<file path="src/rtl/tqvp_pdm_rx_pkg.sv">
`default_nettype none
// =============================================================================
// tqvp_pdm_rx_pkg - register map, CTRL layout and shared helpers for the PDM RX
// Rev 1.0
// =============================================================================
package tqvp_pdm_rx_pkg;

    localparam int FIFO_DEPTH = 4;
    localparam int ACC_W      = 9;

    localparam logic [3:0] ADDR_CTRL = 4'd0;
    localparam logic [3:0] ADDR_DIV  = 4'd1;
    localparam logic [3:0] ADDR_DATA = 4'd2;
    localparam logic [3:0] ADDR_STAT = 4'd3;

    localparam int CTRL_EN_BIT      = 0;
    localparam int CTRL_CHAN_LSB    = 1;
    localparam int CTRL_KC_LSB      = 4;
    localparam int CTRL_FLUSH_BIT   = 6;
    localparam int STAT_OVF_CLR_BIT = 3;

    typedef struct packed {
        logic [1:0] kc;
        logic [2:0] chan;
        logic       en;
    } ctrl_t;

    // Index of the last sample in a decimation frame: R-1 with R = 2^(kc+1).
    function automatic logic [3:0] dec_last(input logic [1:0] kc);
        return 4'((5'd2 << kc) - 5'd1);
    endfunction

endpackage
`default_nettype wire

</file>
<file path="src/rtl/tqvp_htfab_pdm_rx_decim.sv">
`default_nettype none
// =============================================================================
// pdm_sinc2_decim - sinc2 integrate/decimate/comb filter with settle and normalise
// Rev 1.0
// =============================================================================
module pdm_sinc2_decim #(
    parameter int ACC_W = tqvp_pdm_rx_pkg::ACC_W
) (
    input  logic       clk,
    input  logic       rst_n,
    input  logic       restart,
    input  logic       smp_en,
    input  logic       x,
    input  logic [1:0] kc,
    output logic       out_valid,
    output logic [7:0] out
);
    import tqvp_pdm_rx_pkg::*;

    logic [ACC_W-1:0] i1_q, i2_q, i2_prev_q, c1_prev_q;
    logic [3:0]       dec_cnt_q;
    logic [1:0]       settle_q;
    logic             out_valid_q;
    logic [7:0]       out_q;

    logic [ACC_W-1:0] i1_d, i2_d, c1_d, y_d;
    logic             last_d;
    logic [7:0]       norm_d;

    // Scale y so that a full-scale R^2 lands at 256, then saturate to 8 bits.
    function automatic logic [7:0] normalise(input logic [ACC_W-1:0] y, input logic [1:0] k);
        logic [ACC_W+5:0] s;
        s = {6'd0, y} << (3'd6 - {k, 1'b0});
        return (|s[ACC_W+5:8]) ? 8'hFF : s[7:0];
    endfunction

    always_comb begin
        i1_d   = i1_q + ACC_W'(x);
        i2_d   = i2_q + i1_d;
        c1_d   = i2_d - i2_prev_q;
        y_d    = c1_d - c1_prev_q;
        last_d = (dec_cnt_q == dec_last(kc));
        norm_d = normalise(y_d, kc);
    end

    always_ff @(posedge clk or negedge rst_n) begin
        if (!rst_n) begin
            i1_q        <= '0;
            i2_q        <= '0;
            i2_prev_q   <= '0;
            c1_prev_q   <= '0;
            dec_cnt_q   <= '0;
            settle_q    <= '0;
            out_valid_q <= 1'b0;
            out_q       <= '0;
        end else if (restart) begin
            i1_q        <= '0;
            i2_q        <= '0;
            i2_prev_q   <= '0;
            c1_prev_q   <= '0;
            dec_cnt_q   <= '0;
            settle_q    <= '0;
            out_valid_q <= 1'b0;
        end else begin
            out_valid_q <= 1'b0;
            if (smp_en) begin
                i1_q <= i1_d;
                i2_q <= i2_d;
                if (last_d) begin
                    dec_cnt_q <= '0;
                    i2_prev_q <= i2_d;
                    c1_prev_q <= c1_d;
                    // The comb history is not meaningful until two frames have passed.
                    if (settle_q == 2'd2) begin
                        out_valid_q <= 1'b1;
                        out_q       <= norm_d;
                    end else begin
                        settle_q <= settle_q + 2'd1;
                    end
                end else begin
                    dec_cnt_q <= dec_cnt_q + 4'd1;
                end
            end
        end
    end

    assign out_valid = out_valid_q;
    assign out       = out_q;

endmodule
`default_nettype wire

</file>
<file path="src/rtl/tqvp_htfab_pdm_rx.sv">
`default_nettype none
// =============================================================================
// tqvp_htfab_pdm_rx - TinyQV PDM receiver: clock generator, sinc2 decimator, sample FIFO
// Rev 1.0
// =============================================================================
module tqvp_htfab_pdm_rx #(
    parameter int FIFO_DEPTH = tqvp_pdm_rx_pkg::FIFO_DEPTH,
    parameter int ACC_W      = tqvp_pdm_rx_pkg::ACC_W
) (
    input  logic       clk,
    input  logic       rst_n,
    input  logic [7:0] ui_in,
    output logic [7:0] uo_out,
    input  logic [3:0] address,
    input  logic       data_write,
    input  logic [7:0] data_in,
    output logic [7:0] data_out
);
    import tqvp_pdm_rx_pkg::*;

    localparam int AW = $clog2(FIFO_DEPTH);
    localparam int CW = AW + 1;

    ctrl_t          ctrl_q;
    logic [7:0]     div_q, div_act_q, div_cnt_q;
    logic           pdm_clk_q;
    logic [7:0]     fifo_mem_q [FIFO_DEPTH];
    logic [AW-1:0]  rd_ptr_q, wr_ptr_q;
    logic [CW-1:0]  count_q;
    logic           ovf_q;

    logic           wr_ctrl_d, wr_div_d, wr_data_d, wr_stat_d;
    logic           restart_d, reload_d, smp_en_d;
    logic           fifo_full_d, fifo_empty_d, pop_d, push_d, flush_d, ovf_set_d;
    logic           dec_valid_d;
    logic [7:0]     dec_out_d;
    logic           unused_bits;

    always_comb begin
        wr_ctrl_d    = data_write && (address == ADDR_CTRL);
        wr_div_d     = data_write && (address == ADDR_DIV);
        wr_data_d    = data_write && (address == ADDR_DATA);
        wr_stat_d    = data_write && (address == ADDR_STAT);
        restart_d    = wr_ctrl_d || !ctrl_q.en;
        reload_d     = (div_cnt_q == div_act_q);
        smp_en_d     = !restart_d && reload_d && pdm_clk_q;
        fifo_full_d  = (count_q == CW'(FIFO_DEPTH));
        fifo_empty_d = (count_q == '0);
        flush_d      = wr_ctrl_d && data_in[CTRL_FLUSH_BIT];
        pop_d        = wr_data_d && !fifo_empty_d;
        // A pop in the same cycle frees the slot the incoming sample needs.
        push_d       = dec_valid_d && !flush_d && (!fifo_full_d || pop_d);
        ovf_set_d    = dec_valid_d && !flush_d && fifo_full_d && !pop_d;
    end

    pdm_sinc2_decim #(
        .ACC_W(ACC_W)
    ) u_decim (
        .clk      (clk),
        .rst_n    (rst_n),
        .restart  (restart_d),
        .smp_en   (smp_en_d),
        .x        (ui_in[ctrl_q.chan]),
        .kc       (ctrl_q.kc),
        .out_valid(dec_valid_d),
        .out      (dec_out_d)
    );

    always_ff @(posedge clk or negedge rst_n) begin
        if (!rst_n) begin
            ctrl_q    <= '0;
            div_q     <= '0;
            div_act_q <= '0;
            div_cnt_q <= '0;
            pdm_clk_q <= 1'b0;
        end else begin
            if (wr_ctrl_d) begin
                ctrl_q.en   <= data_in[CTRL_EN_BIT];
                ctrl_q.chan <= data_in[CTRL_CHAN_LSB +: 3];
                ctrl_q.kc   <= data_in[CTRL_KC_LSB +: 2];
            end
            if (wr_div_d) begin
                div_q <= data_in;
            end
            // A new DIV value is only picked up when the half-period counter reloads.
            if (restart_d) begin
                div_cnt_q <= '0;
                pdm_clk_q <= 1'b0;
                div_act_q <= div_q;
            end else if (reload_d) begin
                div_cnt_q <= '0;
                pdm_clk_q <= ~pdm_clk_q;
                div_act_q <= div_q;
            end else begin
                div_cnt_q <= div_cnt_q + 8'd1;
            end
        end
    end

    always_ff @(posedge clk or negedge rst_n) begin
        if (!rst_n) begin
            rd_ptr_q <= '0;
            wr_ptr_q <= '0;
            count_q  <= '0;
            ovf_q    <= 1'b0;
        end else begin
            if (flush_d) begin
                rd_ptr_q <= '0;
                wr_ptr_q <= '0;
                count_q  <= '0;
            end else begin
                if (push_d) wr_ptr_q <= wr_ptr_q + AW'(1);
                if (pop_d)  rd_ptr_q <= rd_ptr_q + AW'(1);
                if (push_d && !pop_d)      count_q <= count_q + CW'(1);
                else if (!push_d && pop_d) count_q <= count_q - CW'(1);
            end
            if (ovf_set_d)
                ovf_q <= 1'b1;
            else if (wr_stat_d && data_in[STAT_OVF_CLR_BIT])
                ovf_q <= 1'b0;
        end
    end

    always_ff @(posedge clk) begin
        if (push_d) fifo_mem_q[wr_ptr_q] <= dec_out_d;
    end

    always_comb begin
        data_out = 8'h00;
        case (address)
            ADDR_CTRL: data_out = {2'b00, ctrl_q.kc, ctrl_q.chan, ctrl_q.en};
            ADDR_DIV:  data_out = div_q;
            ADDR_DATA: data_out = fifo_empty_d ? 8'h00 : fifo_mem_q[rd_ptr_q];
            ADDR_STAT: data_out = {3'b000, fifo_empty_d, ovf_q, 3'(count_q)};
            default:   data_out = 8'h00;
        endcase
    end

    assign uo_out      = {5'b00000, !fifo_empty_d, pdm_clk_q, 1'b0};
    assign unused_bits = data_in[7];

endmodule
`default_nettype wire

</file>
<file path="config.mk">
export PLATFORM = sky130hd
export DESIGN_NAME = tqvp_htfab_pdm_rx
export DESIGN_NICKNAME = d
export VERILOG_FILES = /design/src/rtl/tqvp_pdm_rx_pkg.sv /design/src/rtl/tqvp_htfab_pdm_rx_decim.sv /design/src/rtl/tqvp_htfab_pdm_rx.sv
export SDC_FILE = /design/constraint.sdc
export NUM_CORES = 1
export LEC_CHECK = 0
export BUFFER_PORTS_ARGS = -buffer_cell sky130_fd_sc_hd__buf_2
export CORE_MARGIN = 4
export CORE_UTILIZATION = 55
export CTS_CLUSTER_SIZE = 10
export DETAILED_ROUTE_END_ITERATION = 10
export PLACE_DENSITY_LB_ADDON = 0.2
export SYNTH_ARGS = -nofsm -noshare
export SYNTH_HDL_FRONTEND = slang
export SYNTH_SLANG_ARGS = --single-unit
</file>
<file path="constraint.sdc">
create_clock -name clk -period 6.6 [get_ports clk]
set_input_delay 1.32 -clock clk [delete_from_list [all_inputs] [get_ports clk]]
set_output_delay 1.32 -clock clk [all_outputs]
set_load 0.02 [all_outputs]
</file>
==> run metrics <==
status complete, no violations; worst-path fanout max 7; WL/cell ~16 um; Max VDD drop 0.000178 V; DR vias 4923; Core Box Area 0.0120 mm^2; TritonRoute pass-1 iters 7; CP endpoint kind flip-flop; clock skew 0.00574 ns; Max-Cap Viols 0; Slew @ Worst Pin 1.05 ns; Die Wd 119 um; final worst path period share 95.0%; CTS Hold Bufs 0; CP Launch Type input port; area leader, netlist dfrtp_1; P per Cell Area 272 mW/mm^2; Yosys Warn Count 0; Area contributors post-synth dfrtp_1, edfxtp_1, ha_1; Buffers on Ports 32; max incr delay on CP 0.60 ns; Critical Path RT 6.89 ns; most frequent cell after synthesis dfrtp_1; Synth top cells by count dfrtp_1, nor2_1, nand2_1; clock period minus worst slack 6.27 ns; CP max-delay cell fa_1; Buf/Inv on CP 4; antenna-violating nets left 0; Initial Utilization 56.4%; Cells after Synth roughly 640; sequential fraction of the synthesis area 47.5%; clock slew at reported path FFs 0.05 ns; CTS root buf clkbuf_16; main flop type after synthesis dfrtp_1; CTS Sinks 122; top cell type's share of synthesized area 33.3%; gr ovfl total 0; arrival time of the worst setup path 6.56 ns; Nets 765; Max Fclk 159 MHz; GRT Total Usage 21.5%; layout cells sized above 1 22.0%; distinct cell type count after synthesis 58; CTS tree built; # DRC 0; first-pass GRT wire length 24.4 mm; vias in the first global route 4985; initial antenna violation count 0; post-synthesis register bit count 122; CP Cell Sequence buf_2 > mux4_2 > mux2_2 > ha_2 > ha_1 > fa_1 > inv_1 > fa_1 > nand2b_1 > a21boi_0 > buf_4 > nor2_1 > xnor2_1 > ha_1 > o2111ai_1 > o211ai_1 > xnor2_1 > a21oi_1 > or4b_4 > nor3_4 > buf_6 > a21oi_1; Hold Crit Class flip-flop to flip-flop; routed vias/inst between 5 and 6; largest net degree at the start of global routing 82; Post-synth EDFFs 32; die height 119 um; Max clock buf depth 2; CP Class input port to flip-flop; Die ar. 0.0141 mm^2; Layout Utilization around 66%; final setup violation count 0; io pins 39; H-tree lvl count 4; Starting DRT DRC Count 382; Total Wirelength 14.2 mm; Clock Latency Late Sink 0.41 ns; CTS buffer count 17; leakage 3.37 nW; Async SR Flop Fraction 73.8%; Final Hold Vio Count 0; DP HPWL 9.82 mm; routability congestion estimate 0.864; unrepaired setup endpoints after global routing no; Largest delay share family, worst path adder cells; n_diodes 0; Synth Area per Inst 10.6 um^2; area grow syn2layout 17.6%; row count 40; Synth Cell Area 0.00677 mm^2; Hold WS a little over 0.5 ns; worst rel slew slack between 20% and 30%; Slew Limit Fails 0
==> what timing repair did <==
action	CTS	global route
setup buffers	0	2
pin swaps	1	7
setup endpoints to repair	1	8
resized for setup	0	18
==> worst register-to-register path: cells and delay by family (launching register included) <==
kind | cells | cell delay, ns
flip-flops | 1 | 0.43
XOR/XNOR | 2 | 0.46
adder cells (fa/ha/maj) | 5 | 1.84
multiplexers | 2 | 0.82
AO/OA/AOI/OAI | 5 | 0.76
buffers and inverters | 3 | 0.41
AND/OR/NAND/NOR | 4 | 0.90
==> cell families after synthesis <==
group / count (synthesis) / share of synthesized area (%)
simple gates: 206 / 14.3
buf+inv: 67 / 4.27
mux: 52 / 10.0
xor+xnor: 54 / 7.19
flops: 122 / 47.5
fa+ha+maj: 37 / 7.28
compound gates: 102 / 9.45
other cells: 1 / 0.0554
==> stage by stage <==
step                      cells  area (um^2)  power [W]  TNS [ns]  worst slack, ns
after CTS                   863         7890    0.00218         0           0.0471
final                       865         7960    0.00216         0            0.327
after global placement      831         7260    0.00120     -1.64           -0.217
after floorplan             646         6790    0.00113         0            0.142
after global routing        865         7960    0.00226         0           0.0227
after detailed placement    831         7260    0.00121     -3.02           -0.399
==> layer usage <==
layer | up-vias | part of all wire [%] | GRT usage [%]
met5 | - | 0 | 0
met4 | 0 | 1.1 | 6.01
met3 | 18 | 4.5 | 5.75
met2 | 134 | 49 | 35.2
met1 | 2414 | 45 | 28.4
li1 | 2357 | - | -
==> cell usage in the layout, fill, tap and decap left out, types with 15 or more instances in the layout <==
cell type	count
a21oi_1	37
buf_2	31
buf_4	37
clkbuf_16	19
dfrtp_1	90
edfxtp_1	32
ha_1	31
inv_1	38
mux2_2	25
mux2i_1	17
nand2_1	50
nand3_1	15
nor2_1	82
xnor2_1	31
xor2_1	21
==> power breakdown <==
part | total, W | leakage, nW | switching [W] | internal (W)
Sequential | 0.000916 | 1.43 | 0.0000881 | 0.000828
Combinational | 0.000283 | 1.63 | 0.000148 | 0.000136
Clock | 0.000963 | 0.299 | 0.000340 | 0.000623
Total | 0.00216 | 3.37 | 0.000576 | 0.00159
==> worst paths after layout <==
path | end | startpoint | depth (start not counted) | slack (ns)
min reg2reg | u_decim.i2_prev_q[5] | u_decim.i2_prev_q[5] | 2 | 0.52
max in group asynchronous | u_decim.settle_q[1] | rst_n | 2 | 4.62
min | u_decim.i2_prev_q[5] | u_decim.i2_prev_q[5] | 2 | 0.52
max | u_decim.out[5] | ui_in[3] | 22 | 0.33
min in group asynchronous | count_q[0] | rst_n | 1 | 0.72
max reg2reg | u_decim.out[5] | ctrl_q[1] | 21 | 0.84
==> flip-flops by register name, summed over array words and instances (netlist names) <==
name               flops
ctrl_q                 6
u_decim.out_valid      1
ovf_q                  1
u_decim.i2_q           9
fifo_mem_q            32
div_act_q              8
rd_ptr_q               2
u_decim.c1_prev_q      9
u_decim.dec_cnt_q      4
wr_ptr_q               2
u_decim.settle_q       2
u_decim.i2_prev_q      9
count_q                3
u_decim.i1_q           9
pdm_clk_q              1
div_q                  8
div_cnt_q              8
u_decim.out            8
==> cell type report <==
class	count	area, um^2
inverters	38	143
flip-flops and latches	122	3210
fillers	914	4050
well taps	147	184
multi-input cells	457	3340
clock inverters	11	129
repair buffers	69	444
clock buffers	21	503
No activity file was read; power rests on OpenSTA's default activity.
